File: src/rtl/imem_pkg.sv
// Shared constants and FSM encoding for the
// instruction-memory fetch controller.
package imem_pkg;
  localparam int INSTR_W    = 16;
  localparam int IMEM_AW    = 4;
  localparam int IMEM_DEPTH = 15;
  localparam int IMEM_PC_W  = 16;
  localparam int PC_STEP    = 2;

  typedef enum logic [1:0] {
    ST_IDLE = 2'd0,
    ST_LOAD = 2'd1,
    ST_RUN  = 2'd2,
    ST_HALT = 2'd3
  } state_e;
endpackage

File: src/rtl/imem_fetch_ctrl_if.sv
// Loader, memory and core-side signals of the
// fetch controller, bundled with modports.
interface imem_fetch_ctrl_if #(
  parameter int DATA_W = 16,
  parameter int PC_W   = 16,
  parameter int AW     = 4
) ();
  logic              start;
  logic              load_valid;
  logic              load_ready;
  logic [DATA_W-1:0] load_data;
  logic              load_last;
  logic              mem_we;
  logic [AW-1:0]     mem_addr;
  logic [DATA_W-1:0] mem_wdata;
  logic [DATA_W-1:0] mem_rdata;
  logic              stall;
  logic              redirect_valid;
  logic [PC_W-1:0]   redirect_pc;
  logic [PC_W-1:0]   pc;
  logic [DATA_W-1:0] instr;
  logic              instr_valid;
  logic              running;
  logic              halted;
  logic              load_err;

  modport slave (
    input  start, load_valid, load_data,
    input  load_last, mem_rdata, stall,
    input  redirect_valid, redirect_pc,
    output load_ready, mem_we, mem_addr,
    output mem_wdata, pc, instr, instr_valid,
    output running, halted, load_err
  );

  modport master (
    output start, load_valid, load_data,
    output load_last, mem_rdata, stall,
    output redirect_valid, redirect_pc,
    input  load_ready, mem_we, mem_addr,
    input  mem_wdata, pc, instr, instr_valid,
    input  running, halted, load_err
  );
endinterface

File: src/rtl/imem_pc_gen.sv
// PC register with redirect/stall/increment
// next-PC selection and fetch range check.
module imem_pc_gen
  import imem_pkg::*;
#(
  parameter int PC_W  = IMEM_PC_W,
  parameter int AW    = IMEM_AW,
  parameter int DEPTH = IMEM_DEPTH,
  parameter logic [PC_W-1:0] RESET_PC = '0
) (
  input  logic            clk,
  input  logic            rst_n,
  input  logic            run,
  input  logic            pc_init,
  input  logic            redirect_valid,
  input  logic [PC_W-2:0] redirect_tgt,
  input  logic            stall,
  output logic [PC_W-1:0] pc,
  output logic [AW-1:0]   idx,
  output logic            in_range
);
  logic [PC_W-1:0] pc_q, pc_d;

  assign pc  = pc_q;
  assign idx = pc_q[AW:1];
  assign in_range =
    ({1'b0, idx} < (AW+1)'(DEPTH)) &&
    (pc_q[PC_W-1:AW+1] == '0);

  // an out-of-range fetch freezes pc for HALT
  always_comb begin
    pc_d = pc_q;
    if (pc_init)
      pc_d = RESET_PC;
    else if (run && redirect_valid)
      pc_d = {redirect_tgt, 1'b0};
    else if (run && in_range && !stall)
      pc_d = pc_q + PC_W'(PC_STEP);
  end

  always_ff @(posedge clk or negedge rst_n) begin
    if (!rst_n) pc_q <= RESET_PC;
    else        pc_q <= pc_d;
  end
endmodule

File: src/rtl/imem_fetch_ctrl.sv
// Instruction-memory controller: streams a program
// into memory, then fetches for the core.
module imem_fetch_ctrl
  import imem_pkg::*;
#(
  parameter int DATA_W = INSTR_W,
  parameter int PC_W   = IMEM_PC_W,
  parameter int AW     = IMEM_AW,
  parameter int DEPTH  = IMEM_DEPTH,
  parameter logic [PC_W-1:0] RESET_PC = '0
) (
  input logic clk,
  input logic rst_n,
  imem_fetch_ctrl_if.slave bus
);
  state_e        state_q, state_d;
  logic [AW-1:0] ptr_q, ptr_d;
  logic          err_q, err_d;
  logic          pc_init, hs, run;
  logic          in_range;
  logic [AW-1:0] pc_idx;
  logic          unused_rpc0;

  assign unused_rpc0 = bus.redirect_pc[0];
  assign run = (state_q == ST_RUN);
  assign hs  = (state_q == ST_LOAD) &&
               bus.load_valid;

  imem_pc_gen #(
    .PC_W     (PC_W),
    .AW       (AW),
    .DEPTH    (DEPTH),
    .RESET_PC (RESET_PC)
  ) u_pc (
    .clk            (clk),
    .rst_n          (rst_n),
    .run            (run),
    .pc_init        (pc_init),
    .redirect_valid (bus.redirect_valid),
    .redirect_tgt   (bus.redirect_pc[PC_W-1:1]),
    .stall          (bus.stall),
    .pc             (bus.pc),
    .idx            (pc_idx),
    .in_range       (in_range)
  );

  always_comb begin
    state_d = state_q;
    ptr_d   = ptr_q;
    err_d   = err_q;
    pc_init = 1'b0;
    unique case (state_q)
      ST_IDLE, ST_HALT: begin
        if (bus.load_valid) begin
          state_d = ST_LOAD;
          ptr_d   = '0;
        end else if (bus.start) begin
          state_d = ST_RUN;
          pc_init = 1'b1;
        end
      end
      ST_LOAD: begin
        if (hs) begin
          ptr_d = ptr_q + 1'b1;
          // last slot without load_last is overflow
          if (bus.load_last ||
              ptr_q == AW'(DEPTH-1)) begin
            state_d = ST_RUN;
            pc_init = 1'b1;
            ptr_d   = '0;
            err_d   = err_q | ~bus.load_last;
          end
        end
      end
      ST_RUN: begin
        if (!in_range && !bus.redirect_valid)
          state_d = ST_HALT;
      end
      default: ;
    endcase
  end

  always_ff @(posedge clk or negedge rst_n) begin
    if (!rst_n) begin
      state_q <= ST_IDLE;
      ptr_q   <= '0;
      err_q   <= 1'b0;
    end else begin
      state_q <= state_d;
      ptr_q   <= ptr_d;
      err_q   <= err_d;
    end
  end

  assign bus.load_ready  = (state_q == ST_LOAD);
  assign bus.mem_we      = hs;
  assign bus.mem_addr    = (state_q == ST_LOAD) ?
                           ptr_q : pc_idx;
  assign bus.mem_wdata   = hs ? bus.load_data : '0;
  assign bus.instr_valid = run && in_range;
  assign bus.instr       = bus.instr_valid ?
                           bus.mem_rdata : '0;
  assign bus.running     = run;
  assign bus.halted      = (state_q == ST_HALT);
  assign bus.load_err    = err_q;
endmodule

File: src/flat_wrapper.sv
// flat-port wrapper written by rule: the top's interface ports become plain ports
module imem_fetch_ctrl_flat import imem_pkg::*;
#(
  parameter int DATA_W = INSTR_W,
  parameter int PC_W   = IMEM_PC_W,
  parameter int AW     = IMEM_AW,
  parameter int DEPTH  = IMEM_DEPTH,
  parameter logic [PC_W-1:0] RESET_PC = '0
)
  (clk, rst_n, bus_start, bus_load_valid, bus_load_data, bus_load_last, bus_mem_rdata, bus_stall, bus_redirect_valid, bus_redirect_pc, bus_load_ready, bus_mem_we, bus_mem_addr, bus_mem_wdata, bus_pc, bus_instr, bus_instr_valid, bus_running, bus_halted, bus_load_err);
  imem_fetch_ctrl_if #(.DATA_W(DATA_W), .PC_W(PC_W), .AW(AW)) bus_i ();
  input logic clk;
  input logic rst_n;
  input wire logic [$bits(bus_i.start)-1:0] bus_start;
  input wire logic [$bits(bus_i.load_valid)-1:0] bus_load_valid;
  input wire logic [$bits(bus_i.load_data)-1:0] bus_load_data;
  input wire logic [$bits(bus_i.load_last)-1:0] bus_load_last;
  input wire logic [$bits(bus_i.mem_rdata)-1:0] bus_mem_rdata;
  input wire logic [$bits(bus_i.stall)-1:0] bus_stall;
  input wire logic [$bits(bus_i.redirect_valid)-1:0] bus_redirect_valid;
  input wire logic [$bits(bus_i.redirect_pc)-1:0] bus_redirect_pc;
  output wire logic [$bits(bus_i.load_ready)-1:0] bus_load_ready;
  output wire logic [$bits(bus_i.mem_we)-1:0] bus_mem_we;
  output wire logic [$bits(bus_i.mem_addr)-1:0] bus_mem_addr;
  output wire logic [$bits(bus_i.mem_wdata)-1:0] bus_mem_wdata;
  output wire logic [$bits(bus_i.pc)-1:0] bus_pc;
  output wire logic [$bits(bus_i.instr)-1:0] bus_instr;
  output wire logic [$bits(bus_i.instr_valid)-1:0] bus_instr_valid;
  output wire logic [$bits(bus_i.running)-1:0] bus_running;
  output wire logic [$bits(bus_i.halted)-1:0] bus_halted;
  output wire logic [$bits(bus_i.load_err)-1:0] bus_load_err;
  assign bus_i.start = bus_start;
  assign bus_i.load_valid = bus_load_valid;
  assign bus_i.load_data = bus_load_data;
  assign bus_i.load_last = bus_load_last;
  assign bus_i.mem_rdata = bus_mem_rdata;
  assign bus_i.stall = bus_stall;
  assign bus_i.redirect_valid = bus_redirect_valid;
  assign bus_i.redirect_pc = bus_redirect_pc;
  assign bus_load_ready = bus_i.load_ready;
  assign bus_mem_we = bus_i.mem_we;
  assign bus_mem_addr = bus_i.mem_addr;
  assign bus_mem_wdata = bus_i.mem_wdata;
  assign bus_pc = bus_i.pc;
  assign bus_instr = bus_i.instr;
  assign bus_instr_valid = bus_i.instr_valid;
  assign bus_running = bus_i.running;
  assign bus_halted = bus_i.halted;
  assign bus_load_err = bus_i.load_err;
  imem_fetch_ctrl #(.DATA_W(DATA_W), .PC_W(PC_W), .AW(AW), .DEPTH(DEPTH), .RESET_PC(RESET_PC)) u_core (.clk(clk), .rst_n(rst_n), .bus(bus_i));
endmodule
File: config.mk
export PLATFORM = sky130hd
export DESIGN_NAME = imem_fetch_ctrl_flat
export DESIGN_NICKNAME = d
export VERILOG_FILES = /design/src/rtl/imem_pkg.sv /design/src/rtl/imem_fetch_ctrl_if.sv /design/src/rtl/imem_pc_gen.sv /design/src/rtl/imem_fetch_ctrl.sv /design/src/flat_wrapper.sv
export SDC_FILE = /design/constraint.sdc
export NUM_CORES = 1
export LEC_CHECK = 0
export ABC_AREA = 1
export CORE_MARGIN = 1.5
export CORE_UTILIZATION = 39
export CTS_CLUSTER_DIAMETER = 100
export DETAILED_ROUTE_END_ITERATION = 7
export PLACE_DENSITY_LB_ADDON = 0.3
export SLEW_MARGIN = 20
export SYNTH_ARGS = -nofsm -noshare
export SYNTH_HDL_FRONTEND = slang
export SYNTH_HIERARCHICAL = 1
export SYNTH_SLANG_ARGS = --single-unit
File: constraint.sdc
create_clock -name clk -period 2.31 [get_ports clk]
set_input_delay 0.462 -clock clk [delete_from_list [all_inputs] [get_ports clk]]
set_output_delay 0.462 -clock clk [all_outputs]
set_load 0.005 [all_outputs]
* After elaboration in Yosys (flattened, before gate mapping)
Index checks and enable logic that the tools add are counted.
** Word-level totals
- Flip-flop bits (word level) :: 23
- Latch bits :: 0
- RAM bits :: 0
- ROM bits :: 0
- Bits of input ports :: 55
- Logic and storage cells :: 57
- Memories :: 0
** Operators by class
- Add/sub/neg operators :: 2
- $mul :: 0
- Div/mod/pow operators :: 0
- Magnitude comparators :: 1
- Eq/ne operators :: 9
- Shift-type cells :: 0
- Mux-type cells :: 21
- Bitwise operators :: 2
- Reductions and logical operators :: 18
** Operator list (number)
- $mux 16 :: 5
- $add 16x2->16 const B :: 1
- $mux 4 :: 4
- $logic_not 11->1 :: 1
- $mux 2 :: 5
- $pmux 4 s2 :: 1
- $logic_and 1x1->1 :: 6
- $pmux 2 s3 :: 1
- $reduce_and 3->1 :: 2
- $add 4x1->4 const B :: 1
- $eq 2x2->1 const B :: 2
- $eq 4x4->1 const B :: 1
- $lt 4x4->1 const B :: 1
- $mux 1 :: 4
- $ne 2x1->1 const B :: 2
- $ne 2x2->1 const B :: 2
- $reduce_and 4->1 :: 1
- $logic_not 1->1 :: 3
- $ne 3x3->1 const B :: 1
- $reduce_bool 3->1 :: 1
- $eq 2x1->1 const B :: 1
- $logic_not 2->1 :: 1
- $pmux 1 s2 :: 1
- $reduce_bool 2->1 :: 1
- 4 further kinds :: 4

* Logic depth before layout (Yosys ltp)
Gate-level depths: netlist of run 1.
- Depth in word-level cells :: 7
- Gate-level depth with buffers :: 12
- Mapped depth without buffers :: 11

* Cells and area by module
Netlist of run 1, hierarchy kept.
** Modules (own cells, without submodules)
- imem_pc_gen :: instances 1, cells each 191, area an instance 1249.9 sq um, sequential area each 375.4 sq um
- imem_fetch_ctrl :: instances 1, cells each 142, area an instance 779.5 sq um, sequential area each 175.2 sq um

* Least setup slack after synthesis of run 1
Ideal clock, no wire load.
- Path type :: register to output
- Start :: register u_core.u_pc.pc_q[1] (netlist: u_core/u_pc/pc[1])
- End :: output bus_instr[10]
- Arrival :: 1.557 ns
- Data required time :: 1.848 ns
- Slack :: 0.291 ns
- Stages on the path, launching flop included :: 8
- Cell sequence :: dfrtp_1 ha_1 nand3_4 inv_4 nor4_1 nand2_2 buf_2 nor2_1
** Between the ends
- Cells in the longest elaborated chain, start to end :: 4
** Ends and longest elaborated chain
- start, declared :: line imem_pc_gen.sv:22 : logic [PC_W-1:0] pc_q, pc_d;
- start signal, assigned :: line imem_pc_gen.sv:43 : else pc_q <= pc_d;
- $lt 4x4->1 :: line imem_pc_gen.sv:27 : ({1'b0, idx} < (AW+1)'(DEPTH)) &&
- $logic_and 1x1->1 :: line imem_pc_gen.sv:27
- named net u_core.in_range :: line imem_fetch_ctrl.sv:20 : logic in_range;
- $logic_and 1x1->1 :: line imem_fetch_ctrl.sv:100 : assign bus.instr_valid = run && in_range;
- $mux 16 :: line imem_fetch_ctrl.sv:101 : assign bus.instr = bus.instr_valid ?
- end, declared :: line flat_wrapper.sv:27 : output wire logic [$bits(bus_i.instr)-1:0] bus_instr;
The timed path passes the listed nets, and every way through them passes these cells.

* Worst setup path after layout of run 1
- Start :: input bus_load_valid
- End :: output bus_mem_wdata[15]
** Between the ends
- Cells in the longest elaborated chain, start to end :: 2
** Ends and longest elaborated chain
- start, declared :: line flat_wrapper.sv:15 : input wire logic [$bits(bus_i.load_valid)-1:0] bus_load_valid;
- $logic_and 1x1->1 :: line imem_fetch_ctrl.sv:26 : assign hs = (state_q == ST_LOAD) &&
- $mux 16 :: line imem_fetch_ctrl.sv:99 : assign bus.mem_wdata = hs ? bus.load_data : '0;
- end, declared :: line flat_wrapper.sv:25 : output wire logic [$bits(bus_i.mem_wdata)-1:0] bus_mem_wdata;
Every way passes these cells.

==> results.cfg, run 1 <==
[cts]
clk_pin_slew_ns = 0.08
cts_buffer_depth = 2
cts_root_buf = clkbuf_8
clock_latency_ns = 0.28
cts_made_buffers = 3
htreeDepth = 1
cts_sinks = 22
cts_hold_buffers = 0
cts_tree = yes

[logic_synthesis]
yosys_warnings = 6
yosysUniqueCellTypes = 31
postSynthAreaPerCell_sq_um = 6.094
synth_area_sq_um = 2029
synth_top_area_frac = 0.2713
ys_top_cells_by_area = dfrtp_1, nand2_1, inv_1
async_flop_share = 1.000
postSynthNetCount = 395
yosysTopAreaCell = dfrtp_1
ys_ff_latch = 22
yosys_most_used_dff = dfrtp_1
yosysSeqAreaShare = 0.2713
synth-edff-count = 0
synthCells = 333

[critical_path]
cp_slowest_cell = clkdlybuf4s50_1
crit_path_start_kind = input pin
required_ns = 1.85
cp_num_buf_inv = 2
crit_chain = clkdlybuf4s50_1, nand2_4, nor2_1, clkdlybuf4s50_1
path_max_fanout = 18
crit_arrival_ns = 1.78
end_kind = primary output
cp_common_cell = clkdlybuf4s50_1
path_class = input pin to primary output
critPathTopFamily = buffers and inverters
critPathMaxStageDelay_ns = 0.52

[global_route]
grt.busiest_layer = met2
grt_antenna_before_repair = 0
grt_first_pass_wirelength_mm = 9.404
use_met3 = 0.04819
grt_pass1_vias = 2050
grt.total_usage = 0.2167
grtUsageMet1 = 0.2666
met2_usage = 0.3717
grt_max_degree = 23
grt_overflow = 0

[sta]
whs_ns = 0.5028
grt_setup_unrepaired = true
hold_viol_final = 0
fin_crit_ns = 2.237
drv_slew = 0
finalClockSkew_ns = 0.005979
max_freq_mhz = 447.0
finalSetupViolCount = 0
post-route-period-util = 0.9685

[drt]
wl_per_cell_um = 12.14
drt_iter0_markers = 118
drt-total-wl_mm = 6.520
postRouteAntennaNets = 0
vias = 2531
viasPerCell = 4.713
drt_pass1_iterations = 4
drc = 0

[power]
ir_worst_vdd_uv = 612.7
leakage_nw = 1.817
cellPowerDensity_nw_per_um2 = 998.2

[place]
gp_congestion = 0.8600
dpl_cell_area_sq_um = 3331
hpwl_mm = 4.963
io_buffers = 110

[final_layout]
area_growth_pct = 69.11
mostFrequentLayoutCells = nand2_1, clkdlybuf4s50_1, inv_1, nor2_1, buf_4
final_common_cell = nand2_1
fin_area_sq_um = 3432
design.final.nets = 530
antennaDiodeCount = 0
layout-drive-gt1-share = 0.1734
num-fill-cells = 441

[floorplanning]
initial_core_util = 0.3999
placementRows = 26
core-area_sq_um = 5075
die_area_sq_um = 5645
die_x_um = 75.14
die_h_um = 75.14
io_pins = 113

[worst_hold_path]
hold_path_class = flip-flop to flip-flop

[outcome]
outcome = finished, final reports clean

[run]
maxCapViolations = 0
## per-layer routing
metal / routed length, um / share of wire
met1: 2548 / 0.39
met2: 3118 / 0.48
met3: 746 / 0.11
met4: 107 / 0.016
met5: 0 / 0
## metrics by stage
step,std cells,setup WS (ns),setup TNS (ns),utilization,power [mW]
finish,537,0.07282,0,0.6763,3.426
CTS,536,-0.01577,-0.02172,0.6689,3.343
detailed placement,529,-0.1208,-1.489,0.6563,2.979
global placement,529,-0.06153,-0.8852,0.6563,2.910
global route,537,-0.03292,-0.04344,0.6763,3.726
floorplan,333,0.2906,0,-,1.908
## flip-flops by register name, summed over array words and instances (netlist names)
| name | count |
|---|---|
| u_core/ptr_q | 4 |
| u_core/state_q | 2 |
| u_core/bus.load_err | 1 |
| u_core/u_pc/pc | 15 |
## power by group
| part | total (mW) | switching (mW) | internal [mW] |
|---|---|---|---|
| logic | 2.48 | 1.28 | 1.20 |
| registers | 0.648 | 0.112 | 0.536 |
| clock network | 0.295 | 0.142 | 0.153 |
## cell type report
class,count,area [sq um],share of cell area
clock buffer,4,55.05,0.01604
inverter,63,245.2,0.07145
multi-input combinational,238,1222,0.3562
sequential,22,551.8,0.1608
tap,70,87.58,0.02552
timing repair buffer,140,1270,0.3700
## final timing paths
kind / slack (ns) / startpoint / depth (start not counted) / endpoint
min in group asynchronous: 0.54 / rst_n / 2 / u_core/u_pc/pc[13]
max: 0.07 / bus_load_valid / 4 / bus_mem_wdata[15]
min reg2reg: 0.50 / u_core/bus.load_err / 1 / u_core/bus.load_err
min: 0.50 / u_core/bus.load_err / 1 / u_core/bus.load_err
max reg2reg: 0.49 / u_core/state_q[1] / 10 / u_core/u_pc/pc[1]
max in group asynchronous: 1.51 / rst_n / 2 / u_core/state_q[0]
## logic make-up after synthesis
group / count (synthesis) / synth area share
flip-flops: 22 / 0.2713
buffers and inverters: 73 / 0.1597
AND/OR/NAND/NOR: 201 / 0.4390
adder cells (fa/ha/maj): 7 / 0.04315
XOR/XNOR: 1 / 0.004316
other: 1 / 0.001848
AO/OA/AOI/OAI: 27 / 0.07584
multiplexers: 1 / 0.004932
## worst register-to-register path, cell delays in order (launching register included)
cell     delay (ns)
dfrtp_1        0.38
inv_1          0.08
ha_4           0.19
nand2_4        0.14
inv_1          0.10
nand2_1        0.09
a21oi_1        0.24
nor2_1         0.12
nand2_4        0.09
nand2_1        0.14
o21ai_1        0.17
## timing repair
item	in CTS	in global routing
buffers inserted	3	2
pin swaps	3	5
hold endpoints to repair	0	0
setup endpoints to repair	38	21
resized for setup	62	21
## synth_stat cells, types with 2 or more instances
| cell type | n |
|---|---|
| a21oi_1 | 4 |
| nand2_2 | 5 |
| nand3_1 | 25 |
| inv_1 | 61 |
| o21ai_0 | 12 |
| nand2_1 | 99 |
| nor2_1 | 52 |
| buf_4 | 5 |
| nand2_4 | 3 |
| o21ai_1 | 5 |
| nand4_1 | 6 |
| nor2_2 | 5 |
| dfrtp_1 | 22 |
| nand3_4 | 2 |
| o22ai_1 | 3 |
| inv_4 | 2 |
| buf_2 | 2 |
| ha_1 | 7 |
Note: power is estimated with default switching activity, not from simulation.
==> run 2: changes to the inputs <==
- CTS_BUF_LIST: not set -> sky130_fd_sc_hd__clkbuf_16
- GPL_ROUTABILITY_DRIVEN: not set -> 0
==> run 2 against run 1 <==
Effect of this change: non-clock buffer count decreased by 1; clock power increased by 28%; fmax decreased by 2.9%; worst setup slack got worse by 0.066 ns; register-to-register slack got worse by 0.09 ns; critical path depth increased by 4; count of clock-buffer cells in the layout decreased by 1; utilization increased by 1.2 points; largest power group unchanged; highest routed layer unchanged.
==> results.cfg, run 2 (same netlist as run 1, synthesis figures left out) <==
[final_layout]
antennaDiodeCount = 0
area_growth_pct = 72.13
fin_area_sq_um = 3493
seq_area_sq_um = 550.5
design.final.nets = 529
largest_register_ffs = 15
multi_input_area_sq_um = 1267
final_common_cell = nand2_1
num-fill-cells = 421
utilization = 0.6884
layout-drive-gt1-share = 0.1824
mostFrequentLayoutCells = nand2_1, clkdlybuf4s50_1, inv_1, nor2_1, buf_4

[global_route]
grt_first_pass_wirelength_mm = 9.577
grt_overflow = 0
grt_max_degree = 23
grt_pass1_vias = 2138
grt_antenna_before_repair = 0
grt.total_usage = 0.2181

[floorplanning]
placementRows = 26
die_area_sq_um = 5645
io_pins = 113
die_h_um = 75.14
core-area_sq_um = 5075
die_x_um = 75.14
initial_core_util = 0.3999

[drt]
wl_per_cell_um = 12.49
drt_iter0_markers = 115
vias = 2500
postRouteAntennaNets = 0
viasPerCell = 4.664
drt_pass1_iterations = 4
drc = 0
drt-total-wl_mm = 6.696

[critical_path]
path_class = flip-flop to primary output
critPathMaxStageDelay_ns = 0.41
crit_path_start_kind = flip-flop
crit_chain = ha_4, nand3_4, inv_4, nor4_4, nand2_4, buf_6, nor2_2, buf_2
end_kind = primary output
path_max_fanout = 7
cp_slowest_cell = dfrtp_1
crit_arrival_ns = 1.84
required_ns = 1.85

[cts]
cts_root_buf = clkbuf_16
clk_pin_slew_ns = 0.06
cts_hold_buffers = 0
cts_tree = yes
cts_made_buffers = 3
cts_sinks = 22
clock_latency_ns = 0.26
cts_buffer_depth = 2
htreeDepth = 1

[power]
ir_worst_vdd_uv = 589.9
p_total_mw = 3.551
cellPowerDensity_nw_per_um2 = 1017
leakage_nw = 1.817

[sta]
fin_crit_ns = 2.303
drv_slew = 0
post-route-period-util = 0.9969
layout_setup_ws_ns = 0.007135
finalClockSkew_ns = 0.002088
grt_setup_unrepaired = true
max_freq_mhz = 434.2
hold_viol_final = 0
finalSetupViolCount = 0
finalSetupTns_ns = 0

[run]
maxCapViolations = 0

[outcome]
outcome = finished, final reports clean

[place]
hpwl_mm = 4.963
dpl_cell_area_sq_um = 3331
io_buffers = 110
dp_slack_ns = -0.1208

[worst_hold_path]
hold_path_class = flip-flop to flip-flop
## run 2: cell types whose count changed in the layout (fill, tap and decap cells not counted), moves of 4 or more
cell | before | now
nor2_4 | 1 | 5
nor2_1 | 45 | 37
o21ai_1 | 9 | 5
clkbuf_8 | 4 | 0
o21ai_0 | 8 | 12
nor2_2 | 12 | 16
## run 2: final cells by class
type / count / share of cell area
Multi-Input combinational cell: 238 / 0.3628
Clock inverter: 1 / 0.001074
Timing Repair Buffer: 139 / 0.3628
Inverter: 63 / 0.06913
Clock buffer: 3 / 0.02149
Tap cell: 70 / 0.02507
Sequential cell: 22 / 0.1576
## run 2: critical path, delay by kind of cell, from the launching register on
kind	cells	cell delay [ns]
flip-flops	1	0.41
buffers and inverters	3	0.33
adder cells (fa/ha/maj)	1	0.19
AND/OR/NAND/NOR	4	0.65
## run 2: per-layer routing
metal	vias up	GRT usage	share of wire
met2	101	0.3904	0.49
met5	-	0	0
met4	0	0.06746	0.020
met3	12	0.04418	0.097
met1	1108	0.2627	0.39
li1	1279	-	-
## run 2: where the power goes
group	leakage (nW)	internal (mW)	switching (mW)
clock	0.0385	0.231	0.148
sequential	0.288	0.535	0.112
combinational	1.49	1.20	1.33
## run 2: path summary, 6_finish.rpt
| check | from | endpoint | slack, ns | cells past startpoint |
|---|---|---|---|---|
| setup / recovery | u_core/u_pc/pc[1] | bus_instr[12] | 0.007 | 8 |
| hold / removal | u_core/bus.load_err | u_core/bus.load_err | 0.50 | 1 |
| setup reg to reg | u_core/u_pc/pc[1] | u_core/state_q[0] | 0.40 | 12 |
| hold reg to reg | u_core/bus.load_err | u_core/bus.load_err | 0.50 | 1 |
| max in group asynchronous | rst_n | u_core/ptr_q[1] | 1.51 | 2 |
| min in group asynchronous | rst_n | u_core/u_pc/pc[13] | 0.56 | 2 |
## run 2: timing repair
action | in CTS | in global routing
pin swaps | 3 | 4
setup endpoints to repair | 38 | 27
buffers inserted | 3 | 1
gates resized for setup | 47 | 45
## run 2: metrics by stage
| step | instances | hold WS [ns] |
|---|---|---|
| after floorplan | 333 | 0.1664 |
| after global placement | 529 | 0.4726 |
| after detailed placement | 529 | 0.4776 |
| after CTS | 536 | 0.4965 |
| after global routing | 536 | 0.5361 |
| final | 536 | 0.4999 |
